$ cat config.mk
export PLATFORM = sky130hd
export DESIGN_NAME = digit_serial_addsub
export DESIGN_NICKNAME = d
export VERILOG_FILES = /design/src/rtl/digit_serial_addsub.sv
export SDC_FILE = /design/constraint.sdc
export NUM_CORES = 1
export LEC_CHECK = 0
export ABC_AREA = 1
export BUFFER_PORTS_ARGS = -buffer_cell sky130_fd_sc_hd__buf_2
export CORE_MARGIN = 2
export CORE_UTILIZATION = 56
export CTS_CLUSTER_DIAMETER = 30
export DETAILED_ROUTE_END_ITERATION = 6
export PLACE_DENSITY = 0.85
export RECOVER_POWER = 50
export SYNTH_ARGS = -nofsm -noshare
export SYNTH_HDL_FRONTEND = slang
export SYNTH_SLANG_ARGS = --single-unit
$ cat constraint.sdc
create_clock -name clk -period 4 [get_ports clk]
set_clock_uncertainty 0.05 [all_clocks]
set_input_delay 0.8 -clock clk [delete_from_list [all_inputs] [get_ports clk]]
set_output_delay 0.8 -clock clk [all_outputs]
set_load 0.05 [all_outputs]
$ cat src/rtl/digit_serial_addsub.sv
// Digit-serial adder/subtractor: adds WIDTH-bit operands DIGIT bits per clock, LSB digit first,
// with a registered carry between digits and a start/busy/done handshake.
module digit_serial_addsub #(
  parameter int WIDTH = 32,
  parameter int DIGIT = 8
) (
  input  logic             clk,
  input  logic             rst,
  input  logic             start,
  input  logic [WIDTH-1:0] a,
  input  logic [WIDTH-1:0] b,
  input  logic             cin,
  input  logic             sub,
  output logic             busy,
  output logic             done,
  output logic [WIDTH-1:0] sum,
  output logic             cout,
  output logic             ovf,
  output logic             zero
);

  localparam int NDIG = (DIGIT < 1) ? 1 : WIDTH / DIGIT;
  localparam int KW   = (NDIG > 1) ? $clog2(NDIG) : 1;
  localparam int MSB  = WIDTH - 1;

  generate
    if (DIGIT < 1 || (WIDTH % DIGIT) != 0) begin : g_bad_param
      $error("digit_serial_addsub: DIGIT must be >= 1 and divide WIDTH");
    end
  endgenerate

  typedef enum logic [1:0] {IDLE, RUN, DONE} state_t;

  state_t           state;
  state_t           state_nxt;
  logic [WIDTH-1:0] a_reg;
  logic [WIDTH-1:0] b_reg;
  logic             carry;
  logic [KW-1:0]    k;
  logic             accept;
  logic             last;
  int unsigned      base;
  logic [DIGIT-1:0] da;
  logic [DIGIT-1:0] db;
  logic [DIGIT-1:0] dsum;
  logic             dcarry;
  logic [WIDTH-1:0] sum_merged;

  // A start is only honoured outside RUN, which covers the back-to-back case in DONE.
  assign accept = start && (state != RUN);
  assign last   = (k == KW'(NDIG - 1));

  // NOTE: every always_comb output gets a default before any conditional update; a path that
  // leaves a variable unassigned would infer a latch.
  always_comb begin
    base       = int'(k) * DIGIT;
    da         = a_reg[base +: DIGIT];
    db         = b_reg[base +: DIGIT];
    {dcarry, dsum} = {1'b0, da} + {1'b0, db} + {{DIGIT{1'b0}}, carry};
    sum_merged = sum;
    sum_merged[base +: DIGIT] = dsum;
  end

  // NOTE: sequential state uses non-blocking assignments only, so every register samples
  // pre-edge values regardless of statement order.
  always_ff @(posedge clk or posedge rst) begin
    if (rst) begin
      state <= IDLE;
    end else begin
      state <= state_nxt;
    end
  end

  always_comb begin
    state_nxt = state;
    case (state)
      IDLE:    if (accept) state_nxt = RUN;
      RUN:     if (last)   state_nxt = DONE;
      DONE:    state_nxt = start ? RUN : IDLE;
      default: state_nxt = IDLE;
    endcase
  end

  always_comb begin
    busy = (state == RUN);
    done = (state == DONE);
  end

  // Operands are stored pre-conditioned (b inverted, carry forced) so RUN is a plain add.
  always_ff @(posedge clk or posedge rst) begin
    if (rst) begin
      a_reg <= '0;
      b_reg <= '0;
      carry <= 1'b0;
      k     <= '0;
      sum   <= '0;
      cout  <= 1'b0;
      ovf   <= 1'b0;
      zero  <= 1'b0;
    end else if (accept) begin
      a_reg <= a;
      b_reg <= sub ? ~b : b;
      carry <= sub ? 1'b1 : cin;
      k     <= '0;
      sum   <= '0;
    end else if (state == RUN) begin
      sum   <= sum_merged;
      carry <= dcarry;
      k     <= last ? '0 : k + KW'(1);
      if (last) begin
        cout <= dcarry;
        ovf  <= (a_reg[MSB] == b_reg[MSB]) && (sum_merged[MSB] != a_reg[MSB]);
        zero <= (sum_merged == '0);
      end
    end
  end

endmodule
Yosys cells after proc, flatten, opt, wreduce, memory -nomap -nowiden
Index checks and enable logic that the tools add are counted.
W data, S select, Z words.
{"block": "totals", "regBits": 104, "word_cells": 48, "output_inout_bits": 37}
{"block": "op_classes", "bitwise": 2, "n_eq_ne": 8, "addsub": 4, "shifts": 4, "mux": 14, "reduce_logical": 7}
{"op": "$mux W32", "count": 3}
{"op": "$shiftx A32 B6 Y8", "count": 2}
{"op": "$neg A5 Y34", "count": 1}
{"op": "$shift A8 B34 Y32 const A", "count": 1}
{"op": "$shiftx A8 B34 Y32", "count": 1}
{"op": "$bwmux W32", "count": 1}
{"op": "$logic_not A32 Y1", "count": 1}
{"op": "$not A32 Y32", "count": 1}
{"op": "$mux W2", "count": 5}
{"op": "$add A8 B8 Y9", "count": 1}
{"op": "$add A9 B1 Y9", "count": 1}
{"op": "$pmux W2 S3", "count": 1}
{"op": "$eq A2 B2 Y1 const B", "count": 2}
{"op": "$mux W1", "count": 4}
{"op": "$ne A2 B1 Y1 const B", "count": 2}
{"op": "$reduce_and A3 Y1", "count": 1}
{"op": "$add A2 B1 Y2 const B", "count": 1}
{"op": "$eq A2 B1 Y1 const B", "count": 1}
{"op": "$logic_and A1 B1 Y1", "count": 2}
{"op": "$logic_not A2 Y1", "count": 1}
{"op": "$ne A2 B2 Y1 const B", "count": 1}
{"op": "$reduce_and A2 Y1", "count": 1}
{"op": "$reduce_bool A2 Y1", "count": 1}
{"op": "$eq A1 B1 Y1", "count": 1}
{"op": "2 further kinds", "count": 2}

Longest topological paths before layout
{"block": "logic_depth", "depth_word": 7, "depth_mapped": 21}

Worst setup path before layout
No wires, ideal clock.
{"block": "synth_path", "path_type": "register to register", "start": "register k[0]", "end": "register zero", "required_time_ns": 3.884, "n_path_buf": 3, "setup_time_ns": 0.066, "synth_period_minus_slack_ns": 3.028, "stages_incl_launch_ff": 21, "t_arrival_ns": 2.912, "path_slack_ns": 0.972, "path_cell_list": "dfrtp_1 -> buf_2 -> buf_2 -> buf_2 -> nor2_1 -> o22ai_1 -> fa_1 -> fa_1 -> nand2_1 -> inv_1 -> nand3_1 -> nand2_1 -> nor2_1 -> nand2_1 -> nor2_1 -> nand2_1 -> nor3_2 -> nand3_1 -> nor2_1 -> nand3_1 -> nand2_1"}
{"block": "synth_between", "elab_chain_cells": 6}
{"item": "start: declaration", "line_no": "39", "text": "logic [KW-1:0] k;"}
{"item": "start signal: assignment", "line_no": "109", "text": "k <= last ? '0 : k + KW'(1);"}
{"item": "$shiftx A32 B6 Y8 (on tied branches)", "line_no": "57, 58"}
{"item": "$add A8 B8 Y9", "line_no": "59", "text": "{dcarry, dsum} = {1'b0, da} + {1'b0, db} + {{DIGIT{1'b0}}, carry};"}
{"item": "$add A9 B1 Y9", "line_no": "59"}
{"item": "$shiftx A8 B34 Y32", "line_no": "61", "text": "sum_merged[base +: DIGIT] = dsum;"}
{"item": "$bwmux W32", "line_no": "61"}
{"item": "$logic_not A32 Y1", "line_no": "113", "text": "zero <= (sum_merged == '0);"}
{"item": "end signal: assignment", "line_no": "113"}
{"item": "end: declaration", "line_no": "19", "text": "output logic zero"}
Parallel ways exist; a longest one is shown, timed or not.
A chain may end at the register's enable or synchronous reset.

Worst setup path in the final report
Same ends and word-level chain as after synthesis.

==> impl_summary.md <==
Run status
The flow ran to the end, but the final reports show violations. The final reports fail on DRC, capacitance limit, slew limit.

Timing
For this run, the top clock speed supported by timing is roughly 290 MHz. The total negative slack is 0 ps. The count of pins over their slew limit is 47. The clock period minus final worst setup slack is 3480 ps. For the pin with the worst max-slew slack, the measured transition is between 1500 and 2000 ps. Of the available clock period, the critical path in the final layout requires 0.870. The count of final hold-check violations is 0. Setup repair after global routing left no endpoint under its margin. Measured against its own limit, the worst slew margin works out to -0.298. The count of endpoints failing setup in the final report is 0.

Placed design
The congestion estimate from routability-driven global placement came to roughly 0.95. During placement, the flow inserted port buffers numbering between 100 and 150. The placed instances occupy a cell area of about 6300 sq um. Detailed placement ended at an HPWL of 11200 microns.

Layout
Once layout is done, the placed cells without fillers occupy between 6000 and 7000 sq um. The share of post-route cells with drive strength above 1 is 0.169. Relative to the synthesized area, the layout overhead comes to 14.1%.

The number of nets in the finished design is ~900. 0 antenna diodes ended up in the layout.

Setup path
The sort of element at the start of the critical path is a flip-flop. Counting stages on the worst path, the most repeated cell is sky130_fd_sc_hd__nand2_1. The critical path is of the flip-flop to flip-flop type. The maximum net fanout on the critical path is 36. The beginning of the critical path is k[0]. The biggest cell delay along the critical path is around 580 ps.

STA classifies the critical path endpoint as a flip-flop. The start of the worst register-to-register path is k[0]. Walking the worst path, the cells encountered are inv_2, o21ai_0, o22ai_1, fa_1, fa_1, inv_1, nand2_1, nand3_2, nor2_1, nand2_1, nand2_1, nor2_1, nand2_1, nor3_2, nand3_1, nor2_1, nand3_1, nand2_1.

The largest individual stage delay along the critical path comes from the cell sky130_fd_sc_hd__dfrtp_2. The data required time at the worst endpoint is between 4000 and 5000 ps. The worst endpoint data arrival time is ~3800 ps.

Die
The core region is between 9000 and 10000 sq um. Pin placement for this block handled between 100 and 150 I/O pins. In this run the horizontal extent of the chip is around 100 microns. The number of cell rows is 36.

The die outline height is between 100 and 150 microns. For this configuration, the core starts out at a cell density of 0.579. The die covers around 11000 sq um.

GRT
For this run the aggregate overflow at the end of global routing stands at 0. Across every metal layer, demand over resource in global routing totals 0.286. The global-route wire length before repair is between 20000 and 25000 microns. Entering global routing, the biggest net connects between 60 and 70 pins.

The via count of the first global-routing pass is 5129. The number of antenna violations at the first check in global routing is 0.

Logic synthesis
The synthesized net count is between 800 and 900. For this run, the number of Yosys warnings is 0. The gate count of the mapped netlist is between 700 and 800.

The cell area that synthesis handed to floorplanning was about 5700 sq um. Of all cell types, the one taking the most synthesized area is sky130_fd_sc_hd__dfrtp_1. After synthesis, the cell types taking the most area are sky130_fd_sc_hd__dfrtp_1, sky130_fd_sc_hd__nand2_1, sky130_fd_sc_hd__o21ai_0.

The share of synthesized area in the top cell type comes to 0.460. In this run, synthesis produced a sequential element count of between 100 and 150. Counting distinct cell types in the post-synthesis netlist gives 25. For this run, the register share of the synthesized area comes to 0.460. The average instance area after synthesis is 7.81 sq um.

Clock network
The number of buffers inserted during clock tree synthesis is 9. The clock sink total is approximately 100. The later pin in the worst-skew pair is clocked with a latency of about 370 ps. The CTS root buffer is sky130_fd_sc_hd__clkbuf_8. The CTS tree is yes. Gates resized during post-CTS repair numbered 0. The clock transition time at the flip-flop clock pins of the worst setup and hold paths is approximately 100 ps. The H-tree generated during clock tree synthesis spans 3 levels. The maximum count of clock buffers along a single path is 2. Buffers inserted to repair hold after CTS numbered 0. The number of setup buffers added after CTS is 0.

Route
The detail route stage leaves a number of antenna-violating nets equal to 0. The mean number of vias per cell is roughly 5.4. The iteration-0 DRC count of the detailed router is between 300 and 400. The first detailed-routing pass took 7 iterations. The average routed wire per standard cell is 15.7 microns. After detailed routing, the total wire length is 15000 microns. The routed layout has ~5200 vias. The count of unresolved DRC violations after routing is 1.

Power
The combinational group share of total power is 0.604. The maximum ir drop on the vdd rail is about 560 uV. The sequential cell fraction of total power is 0.283. Of the total power, the share spent switching nets is 0.532. The internal power of the cells totals a little over 3 mW. The power dissipated by switching net loads is 3.47 mW. For this design the static power due to leakage is about 3.3 nW. The relative contribution of the clock network to total power is 0.113.

Dividing total power by cell area gives a power density of between 1000 and 1500 nW/um^2.

Worst hold path
The startpoint of the most critical hold path is a_reg[14]. The path class of the tightest hold or removal check is flip-flop to flip-flop.

Job
Across the run, the number of max-cap violations was 1.
[final timing paths]
| path | slack (ps) | cells after the start | to |
|---|---|---|---|
| worst max-delay path | 520 | 18 | zero |
| worst min-delay path | 430 | 2 | a_reg[14] |
| worst max register to register | 520 | 18 | zero |
| worst min register to register | 430 | 2 | a_reg[14] |
| max in group asynchronous | 860 | 3 | k[0] |
| min in group asynchronous | 850 | 2 | sum[30] |
[cells by family (layout without fill, tap and decap cells)]
family | Yosys count | after routing | share of synthesized area
AO/OA/AOI/OAI | 133 | 133 | 0.138
adder cells (fa/ha/maj) | 15 | 15 | 0.0358
buffers and inverters | 91 | 184 | 0.0637
AND/OR/NAND/NOR | 350 | 350 | 0.254
flip-flops | 104 | 104 | 0.460
XOR/XNOR | 32 | 32 | 0.0495
[power groups by stage]
stage	registers [mW]	clock network (mW)	logic, mW
6_report	1.84	0.739	3.94
5_1_grt	1.89	0.796	4.34
4_1_cts	1.83	0.741	3.91
3_5_place_dp	1.85	0	3.88
3_3_place_gp	1.84	0	3.80
2_1_floorplan	2.14	0	2.59
[layout by cell type, fill, tap and decap left out]
cell	synthesis	routed
sky130_fd_sc_hd__o21ai_0	81	81
sky130_fd_sc_hd__xnor2_1	32	32
sky130_fd_sc_hd__nor2_2	4	4
sky130_fd_sc_hd__bufinv_16	0	2
sky130_fd_sc_hd__nor2_1	69	69
sky130_fd_sc_hd__clkinvlp_2	0	1
sky130_fd_sc_hd__dfrtp_2	0	1
sky130_fd_sc_hd__clkbuf_8	0	11
sky130_fd_sc_hd__o211ai_1	2	2
sky130_fd_sc_hd__nor2_4	1	1
sky130_fd_sc_hd__nand2_2	9	9
sky130_fd_sc_hd__a22o_1	16	16
sky130_fd_sc_hd__buf_4	0	6
sky130_fd_sc_hd__fa_1	2	2
sky130_fd_sc_hd__nand2_1	227	227
sky130_fd_sc_hd__o21ai_1	4	4
sky130_fd_sc_hd__clkbuf_2	0	1
sky130_fd_sc_hd__nor3_2	1	1
sky130_fd_sc_hd__inv_2	6	5
sky130_fd_sc_hd__a21oi_1	3	3
sky130_fd_sc_hd__buf_2	15	89
sky130_fd_sc_hd__nand3_2	3	3
sky130_fd_sc_hd__a21oi_4	1	1
sky130_fd_sc_hd__clkinv_2	0	1
sky130_fd_sc_hd__o22ai_1	24	24
sky130_fd_sc_hd__nand3_1	27	27
sky130_fd_sc_hd__inv_1	51	51
sky130_fd_sc_hd__dfrtp_1	104	103
sky130_fd_sc_hd__a21oi_2	2	2
sky130_fd_sc_hd__ha_1	13	13
sky130_fd_sc_hd__clkbuf_1	19	17
sky130_fd_sc_hd__nand4_1	9	9
[cell type report]
class	count	area (sq um)
clock inverter	3	65.1
fill	891	3320
multi-input combinational	530	2700
tap	133	166
clock buffer	12	155
timing repair buffer	112	556
inverter	57	215
sequential	104	2600
[metal layers]
layer  track usage  wire (microns)
met5             0               0
met4         0.153             690
met3        0.0555             960
met2         0.469            7240
met1         0.358            6070
[synth_stat cells]
library cell,count
sky130_fd_sc_hd__nand3_2,3
sky130_fd_sc_hd__a21oi_1,3
sky130_fd_sc_hd__inv_1,51
sky130_fd_sc_hd__a21oi_4,1
sky130_fd_sc_hd__fa_1,2
sky130_fd_sc_hd__o21ai_0,81
sky130_fd_sc_hd__buf_2,15
sky130_fd_sc_hd__inv_2,6
sky130_fd_sc_hd__nand4_1,9
sky130_fd_sc_hd__xnor2_1,32
sky130_fd_sc_hd__nand2_2,9
sky130_fd_sc_hd__clkbuf_1,19
sky130_fd_sc_hd__ha_1,13
sky130_fd_sc_hd__nor2_2,4
sky130_fd_sc_hd__o22ai_1,24
sky130_fd_sc_hd__nor2_4,1
sky130_fd_sc_hd__dfrtp_1,104
sky130_fd_sc_hd__nand2_1,227
sky130_fd_sc_hd__nor3_2,1
sky130_fd_sc_hd__a21oi_2,2
sky130_fd_sc_hd__o21ai_1,4
sky130_fd_sc_hd__nor2_1,69
sky130_fd_sc_hd__a22o_1,16
sky130_fd_sc_hd__nand3_1,27
sky130_fd_sc_hd__o211ai_1,2
[metrics by stage]
step / cells / util / worst slack, ps / power, mW / hold WS [ps]
2_1_floorplan: 725 / - / 418 / 4.73 / 387
3_3_place_gp: 936 / 0.642 / 459 / 5.64 / 401
3_5_place_dp: 936 / 0.642 / 358 / 5.73 / 409
4_1_cts: 951 / 0.664 / 329 / 6.48 / 431
5_1_grt: 951 / 0.661 / 242 / 7.03 / 450
6_report: 951 / 0.661 / 521 / 6.53 / 428
[critical path, delay by kind of cell, from the launching register on]
family / cells / cell delay [ps]
fa+ha+maj: 2 / 930
compound gates: 2 / 380
buf+inv: 2 / 380
flops: 1 / 580
simple gates: 12 / 1110
Note: power is estimated with default switching activity, not from simulation.
